$ cat config.mk
export PLATFORM = sky130hd
export DESIGN_NAME = mem_access_ctrl_flat
export DESIGN_NICKNAME = d
export VERILOG_FILES = /design/src/rtl/mem_access_ctrl_if.sv /design/src/rtl/mem_access_ctrl.sv /design/src/flat_wrapper.sv
export SDC_FILE = /design/constraint.sdc
export NUM_CORES = 1
export LEC_CHECK = 0
export CORE_MARGIN = 8
export CORE_UTILIZATION = 42
export DETAILED_ROUTE_END_ITERATION = 8
export PLACE_DENSITY = 0.76
export REMOVE_ABC_BUFFERS = 1
export SKIP_CTS_REPAIR_TIMING = 1
export SYNTH_ARGS = -nofsm -noshare
export SYNTH_HDL_FRONTEND = slang
export SYNTH_SLANG_ARGS = --single-unit
$ cat constraint.sdc
create_clock -name clk -period 5.7 [get_ports clk]
set_input_delay 1.14 -clock clk [delete_from_list [all_inputs] [get_ports clk]]
set_output_delay 1.14 -clock clk [all_outputs]
set_load 0.02 [all_outputs]
$ cat src/rtl/mem_access_ctrl_if.sv
// Command/response handshake bundle between a requester and mem_access_ctrl.
// The requester uses the master modport and the controller uses the slave modport.
interface mem_access_ctrl_if #(
    parameter int DATA_W = 15,
    parameter int ADDR_W = 3
);
    logic              cmd_valid;
    logic              cmd_ready;
    logic              cmd_write;
    logic [ADDR_W-1:0] cmd_addr;
    logic [DATA_W-1:0] cmd_wdata;
    logic              rsp_valid;
    logic              rsp_ready;
    logic [DATA_W-1:0] rsp_rdata;
    logic              rsp_err;

    modport master (
        output cmd_valid, cmd_write, cmd_addr, cmd_wdata, rsp_ready,
        input  cmd_ready, rsp_valid, rsp_rdata, rsp_err
    );

    modport slave (
        input  cmd_valid, cmd_write, cmd_addr, cmd_wdata, rsp_ready,
        output cmd_ready, rsp_valid, rsp_rdata, rsp_err
    );
endinterface

$ cat src/rtl/mem_access_ctrl.sv
// Single-outstanding read/write-verify controller for an 8-word memory with
// registered read, plus a whole-memory fill engine.
module mem_access_ctrl #(
    parameter int DATA_W = 15,
    parameter int ADDR_W = 3
) (
    input  logic              clk,
    input  logic              rst,
    mem_access_ctrl_if.slave  bus,
    input  logic              fill_start,
    input  logic [DATA_W-1:0] fill_value,
    output logic              fill_done,
    output logic              busy,
    output logic [7:0]        err_count,
    output logic [ADDR_W-1:0] mem_addr,
    output logic              mem_we,
    output logic [DATA_W-1:0] mem_wdata,
    input  logic [DATA_W-1:0] mem_rdata
);

    typedef enum logic [2:0] {IDLE, ACCESS, CAPTURE, RESP, FILL} state_t;

    state_t            state;
    logic              write_p0;
    logic [DATA_W-1:0] wdata_p0;
    logic              rsp_valid_p2;
    logic [DATA_W-1:0] rsp_rdata_p2;
    logic              rsp_err_p2;
    logic              accept;
    logic              fill_go;
    logic              verify_miss;
    logic [ADDR_W-1:0] fill_next;

    function automatic logic [7:0] sat_inc(input logic [7:0] v);
        return (v == 8'hFF) ? v : v + 8'd1;
    endfunction

    assign fill_go       = (state == IDLE) && fill_start;
    assign bus.cmd_ready = (state == IDLE) && !fill_start;
    assign accept        = bus.cmd_valid && bus.cmd_ready;
    assign busy          = (state != IDLE);
    assign verify_miss   = write_p0 && (mem_rdata != wdata_p0);
    // Fill terminates when the address counter wraps back to 0.
    assign fill_next     = mem_addr + ADDR_W'(1);

    assign bus.rsp_valid = rsp_valid_p2;
    assign bus.rsp_rdata = rsp_rdata_p2;
    assign bus.rsp_err   = rsp_err_p2;

    always_ff @(posedge clk) begin
        if (rst) begin
            state        <= IDLE;
            rsp_valid_p2 <= 1'b0;
            rsp_rdata_p2 <= '0;
            rsp_err_p2   <= 1'b0;
            fill_done    <= 1'b0;
            err_count    <= 8'd0;
            mem_we       <= 1'b0;
            mem_addr     <= '0;
            mem_wdata    <= '0;
        end else begin
            fill_done <= 1'b0;
            case (state)
                IDLE: begin
                    if (fill_go) begin
                        state     <= FILL;
                        mem_addr  <= '0;
                        mem_we    <= 1'b1;
                        mem_wdata <= fill_value;
                    end else if (accept) begin
                        state    <= ACCESS;
                        write_p0 <= bus.cmd_write;
                        wdata_p0 <= bus.cmd_wdata;
                        mem_addr <= bus.cmd_addr;
                        mem_we   <= bus.cmd_write;
                        if (bus.cmd_write) begin
                            mem_wdata <= bus.cmd_wdata;
                        end
                    end
                end
                // Memory samples address/write this cycle; read data appears after E1.
                ACCESS: begin
                    mem_we <= 1'b0;
                    state  <= CAPTURE;
                end
                CAPTURE: begin
                    rsp_rdata_p2 <= mem_rdata;
                    rsp_valid_p2 <= 1'b1;
                    rsp_err_p2   <= verify_miss;
                    if (verify_miss) begin
                        err_count <= sat_inc(err_count);
                    end
                    state <= RESP;
                end
                RESP: begin
                    if (bus.rsp_ready) begin
                        rsp_valid_p2 <= 1'b0;
                        state        <= IDLE;
                    end
                end
                FILL: begin
                    if (fill_next == '0) begin
                        mem_we    <= 1'b0;
                        fill_done <= 1'b1;
                        state     <= IDLE;
                    end else begin
                        mem_addr <= fill_next;
                    end
                end
                default: state <= IDLE;
            endcase
        end
    end

endmodule

$ cat src/flat_wrapper.sv
// flat-port wrapper written by rule: the top's interface ports become plain ports
module mem_access_ctrl_flat 
#(
    parameter int DATA_W = 15,
    parameter int ADDR_W = 3
)
  (clk, rst, fill_start, fill_value, fill_done, busy, err_count, mem_addr, mem_we, mem_wdata, mem_rdata, bus_cmd_valid, bus_cmd_write, bus_cmd_addr, bus_cmd_wdata, bus_rsp_ready, bus_cmd_ready, bus_rsp_valid, bus_rsp_rdata, bus_rsp_err);
  mem_access_ctrl_if #(.DATA_W(DATA_W), .ADDR_W(ADDR_W)) bus_i ();
  input  logic clk;
  input  logic rst;
  input  logic fill_start;
  input  logic [DATA_W-1:0] fill_value;
  output logic fill_done;
  output logic busy;
  output logic [7:0] err_count;
  output logic [ADDR_W-1:0] mem_addr;
  output logic mem_we;
  output logic [DATA_W-1:0] mem_wdata;
  input  logic [DATA_W-1:0] mem_rdata;
  input wire logic [$bits(bus_i.cmd_valid)-1:0] bus_cmd_valid;
  input wire logic [$bits(bus_i.cmd_write)-1:0] bus_cmd_write;
  input wire logic [$bits(bus_i.cmd_addr)-1:0] bus_cmd_addr;
  input wire logic [$bits(bus_i.cmd_wdata)-1:0] bus_cmd_wdata;
  input wire logic [$bits(bus_i.rsp_ready)-1:0] bus_rsp_ready;
  output wire logic [$bits(bus_i.cmd_ready)-1:0] bus_cmd_ready;
  output wire logic [$bits(bus_i.rsp_valid)-1:0] bus_rsp_valid;
  output wire logic [$bits(bus_i.rsp_rdata)-1:0] bus_rsp_rdata;
  output wire logic [$bits(bus_i.rsp_err)-1:0] bus_rsp_err;
  assign bus_i.cmd_valid = bus_cmd_valid;
  assign bus_i.cmd_write = bus_cmd_write;
  assign bus_i.cmd_addr = bus_cmd_addr;
  assign bus_i.cmd_wdata = bus_cmd_wdata;
  assign bus_i.rsp_ready = bus_rsp_ready;
  assign bus_cmd_ready = bus_i.cmd_ready;
  assign bus_rsp_valid = bus_i.rsp_valid;
  assign bus_rsp_rdata = bus_i.rsp_rdata;
  assign bus_rsp_err = bus_i.rsp_err;
  mem_access_ctrl #(.DATA_W(DATA_W), .ADDR_W(ADDR_W)) u_core (.clk(clk), .rst(rst), .bus(bus_i), .fill_start(fill_start), .fill_value(fill_value), .fill_done(fill_done), .busy(busy), .err_count(err_count), .mem_addr(mem_addr), .mem_we(mem_we), .mem_wdata(mem_wdata), .mem_rdata(mem_rdata));
endmodule
==> results.cfg <==
[clock_tree]
clk_latency_ns = 0.32
cts_tree = built
clkTransAtPathRegs_ns = 0.07
clock-root-buffer = clkbuf_8
cts.sinks = 64
htree_levels = 3
cts_buffers = 9
clockBufferDepth = 2

[yosys]
ys_seq_area_frac = 0.5210
synth_fa_ha_area_frac = 0.01357
synth_area_per_cell_sq_um = 9.707
synth_top_area_share = 0.3474
synth-simple-area-share = 0.1904
yosysMostFrequentCell = dfxtp_1
ys_top_cells_by_area = dfxtp_1, edfxtp_1, a21oi_1
synth_compound_area_frac = 0.1280
synth_flop_cell = dfxtp_1
netlist_area_sq_um = 2766
synth_top_area_cell = dfxtp_1
synth.top_cells.by_count = dfxtp_1, nand2_1, nor2_1
ys_seq_elements = 64
ys.warnings.count = 0
async_flop_share = 0
synth_top_family_by_area = simple AND/OR/NAND/NOR gates
synth-edff-count = 16
muxShareOfSynthArea = 0.06649
synth_xor_area_frac = 0.05066
synth.distinct_cells = 45
synthCells = 285

[drt]
avgRoutedWirePerCell_microns = 15.65
drt_first_iter_violations = 80
vias_per_cell = 5.082
ant_nets = 0
finalWirelength_microns = 7278
dr.pass1.iters = 4
drc = 0
wl_met3_microns = 314
vias = 2363
wl_met2_microns = 3598
top_layer = met4
met1_length_microns = 3226

[layout]
n_antenna_cell = 0
nFillCells = 546
multi_input_area_sq_um = 1242
drive_gt1_frac = 0.06443
post-route-util = 0.6278
seq_area_sq_um = 1441
synthToLayoutAreaGrowth_pct = 44.10
nets = 440

[global_routing]
grtUsageTotal = 0.1551
grt_remaining_overflow = 0
grt_pass1_vias = 2482
antenna_found_initial = 0
grt_pass1_wl_microns = 12050
grt_max_degree = 54

[status]
outcome = completed

[die]
ios = 101
die-area_sq_um = 9440
start_util = 0.4357
core_region_area_sq_um = 6350
std_cell_rows = 29
chipWidth_microns = 97.16
die_h_microns = 97.16

[sta]
slew_violations = 0
fin_ws_ns = 2.002
rsz0062_at_grt = false
relSlewSlack = 0.3028
period_share = 0.6488
hold_slack_ns = 0.4548
clock-skew-final_ns = 0.005359
finalCriticalPeriod_ns = 3.698
fmax_ghz = 0.2704
hold_viol_final = 0
worstMarginPinSlew_ns = 1.045
finalSetupTns_ns = 0
setup-violations-final = 0

[worst_setup_path]
path_class = in2out
worst-r2r-cell-count = 5
cp-start-kind = input port
worstPathRequired_ns = 4.56
crit_path_max_fanout = 7
r2r_slack_ns = 3.44
crit_arrival_ns = 2.56
cp-end-kind = output pin

[power_and_ir_drop]
p_per_area_nw_per_um2 = 291.2
vdd_ir_drop_max_mv = 0.1624
power_leakage_nw = 1.418

[placed_design]
port_buffers = 100
hpwl_microns = 5470
post-place-ws_ns = 2.013
gp_congestion = 0.8553

[min_path]
hold_class = reg2reg
min_path_cells = 2

[run]
cap_violations = 0
-- path summary, 6_finish.rpt --
| kind | from | endpoint |
|---|---|---|
| max | fill_start | bus_cmd_ready |
| min | u_core.bus.rsp_rdata[0]$_SDFFE_PP0P_ | u_core.bus.rsp_rdata[0]$_SDFFE_PP0P_ |
| max reg2reg | u_core.state[2]$_SDFFE_PP0P_ | u_core.mem_wdata[3]$_SDFFE_PP0P_ |
| min reg2reg | u_core.bus.rsp_rdata[0]$_SDFFE_PP0P_ | u_core.bus.rsp_rdata[0]$_SDFFE_PP0P_ |
-- routing by layer --
| layer | track usage | vias to the layer above |
|---|---|---|
| met2 | 0.2484 | 56 |
| met5 | 0 | - |
| met1 | 0.1844 | 1082 |
| met4 | 0.07574 | 0 |
| li1 | - | 1215 |
| met3 | 0.04623 | 10 |
-- report_power, final --
part	switching [mW]	internal (mW)	total, mW
logic	0.144	0.133	0.277
registers	0.0232	0.501	0.525
clock network	0.165	0.194	0.359
-- logic make-up (layout without fill, tap and decap cells) --
kind of cell | Yosys count | count (layout)
simple gates | 109 | 109
flops | 64 | 64
compound gates | 57 | 57
mux | 18 | 18
buf+inv | 18 | 121
xor+xnor | 16 | 16
fa+ha+maj | 3 | 3
-- area by class of cell --
class                           count  share of cell area
Sequential cell                    64              0.3616
Multi-Input combinational cell    203              0.3117
Timing Repair Buffer              102              0.2536
Clock buffer                       13             0.04269
Tap cell                           77             0.02417
Clock inverter                      3            0.003453
Inverter                            3            0.002825
-- state kept, by name, summed over array words and instances (netlist names) --
signal and count:
u_core.bus.rsp_err 1, u_core.bus.rsp_rdata 15, u_core.bus.rsp_valid 1, u_core.err_count 8
u_core.fill_done 1, u_core.mem_addr 3, u_core.mem_wdata 15, u_core.mem_we 1
u_core.state 3, u_core.wdata_p0 15, u_core.write_p0 1
-- critical path, cell delays in order --
cell             delay [ns]
clkdlybuf4s50_1        0.52
nor2_1                 0.23
clkdlybuf4s50_1        0.66
-- cells in the final DEF, fill, tap and decap left out, types with 10 or more instances in the layout --
cell / n
clkbuf_8: 10
a21oi_1: 30
a211oi_1: 15
clkdlybuf4s50_1: 99
mux2i_1: 15
dfxtp_1: 48
edfxtp_1: 16
xor2_1: 12
nand2_1: 37
nor2_1: 32
-- through the flow --
stage,area [sq um],cells,power (mW)
2_1_floorplan,2695,270,0.6735
3_3_place_gp,3802,449,0.8075
3_5_place_dp,3802,449,0.8137
4_1_cts,3986,465,1.172
5_1_grt,3986,465,1.223
6_report,3986,465,1.161
(Power assumes the default switching activity.)
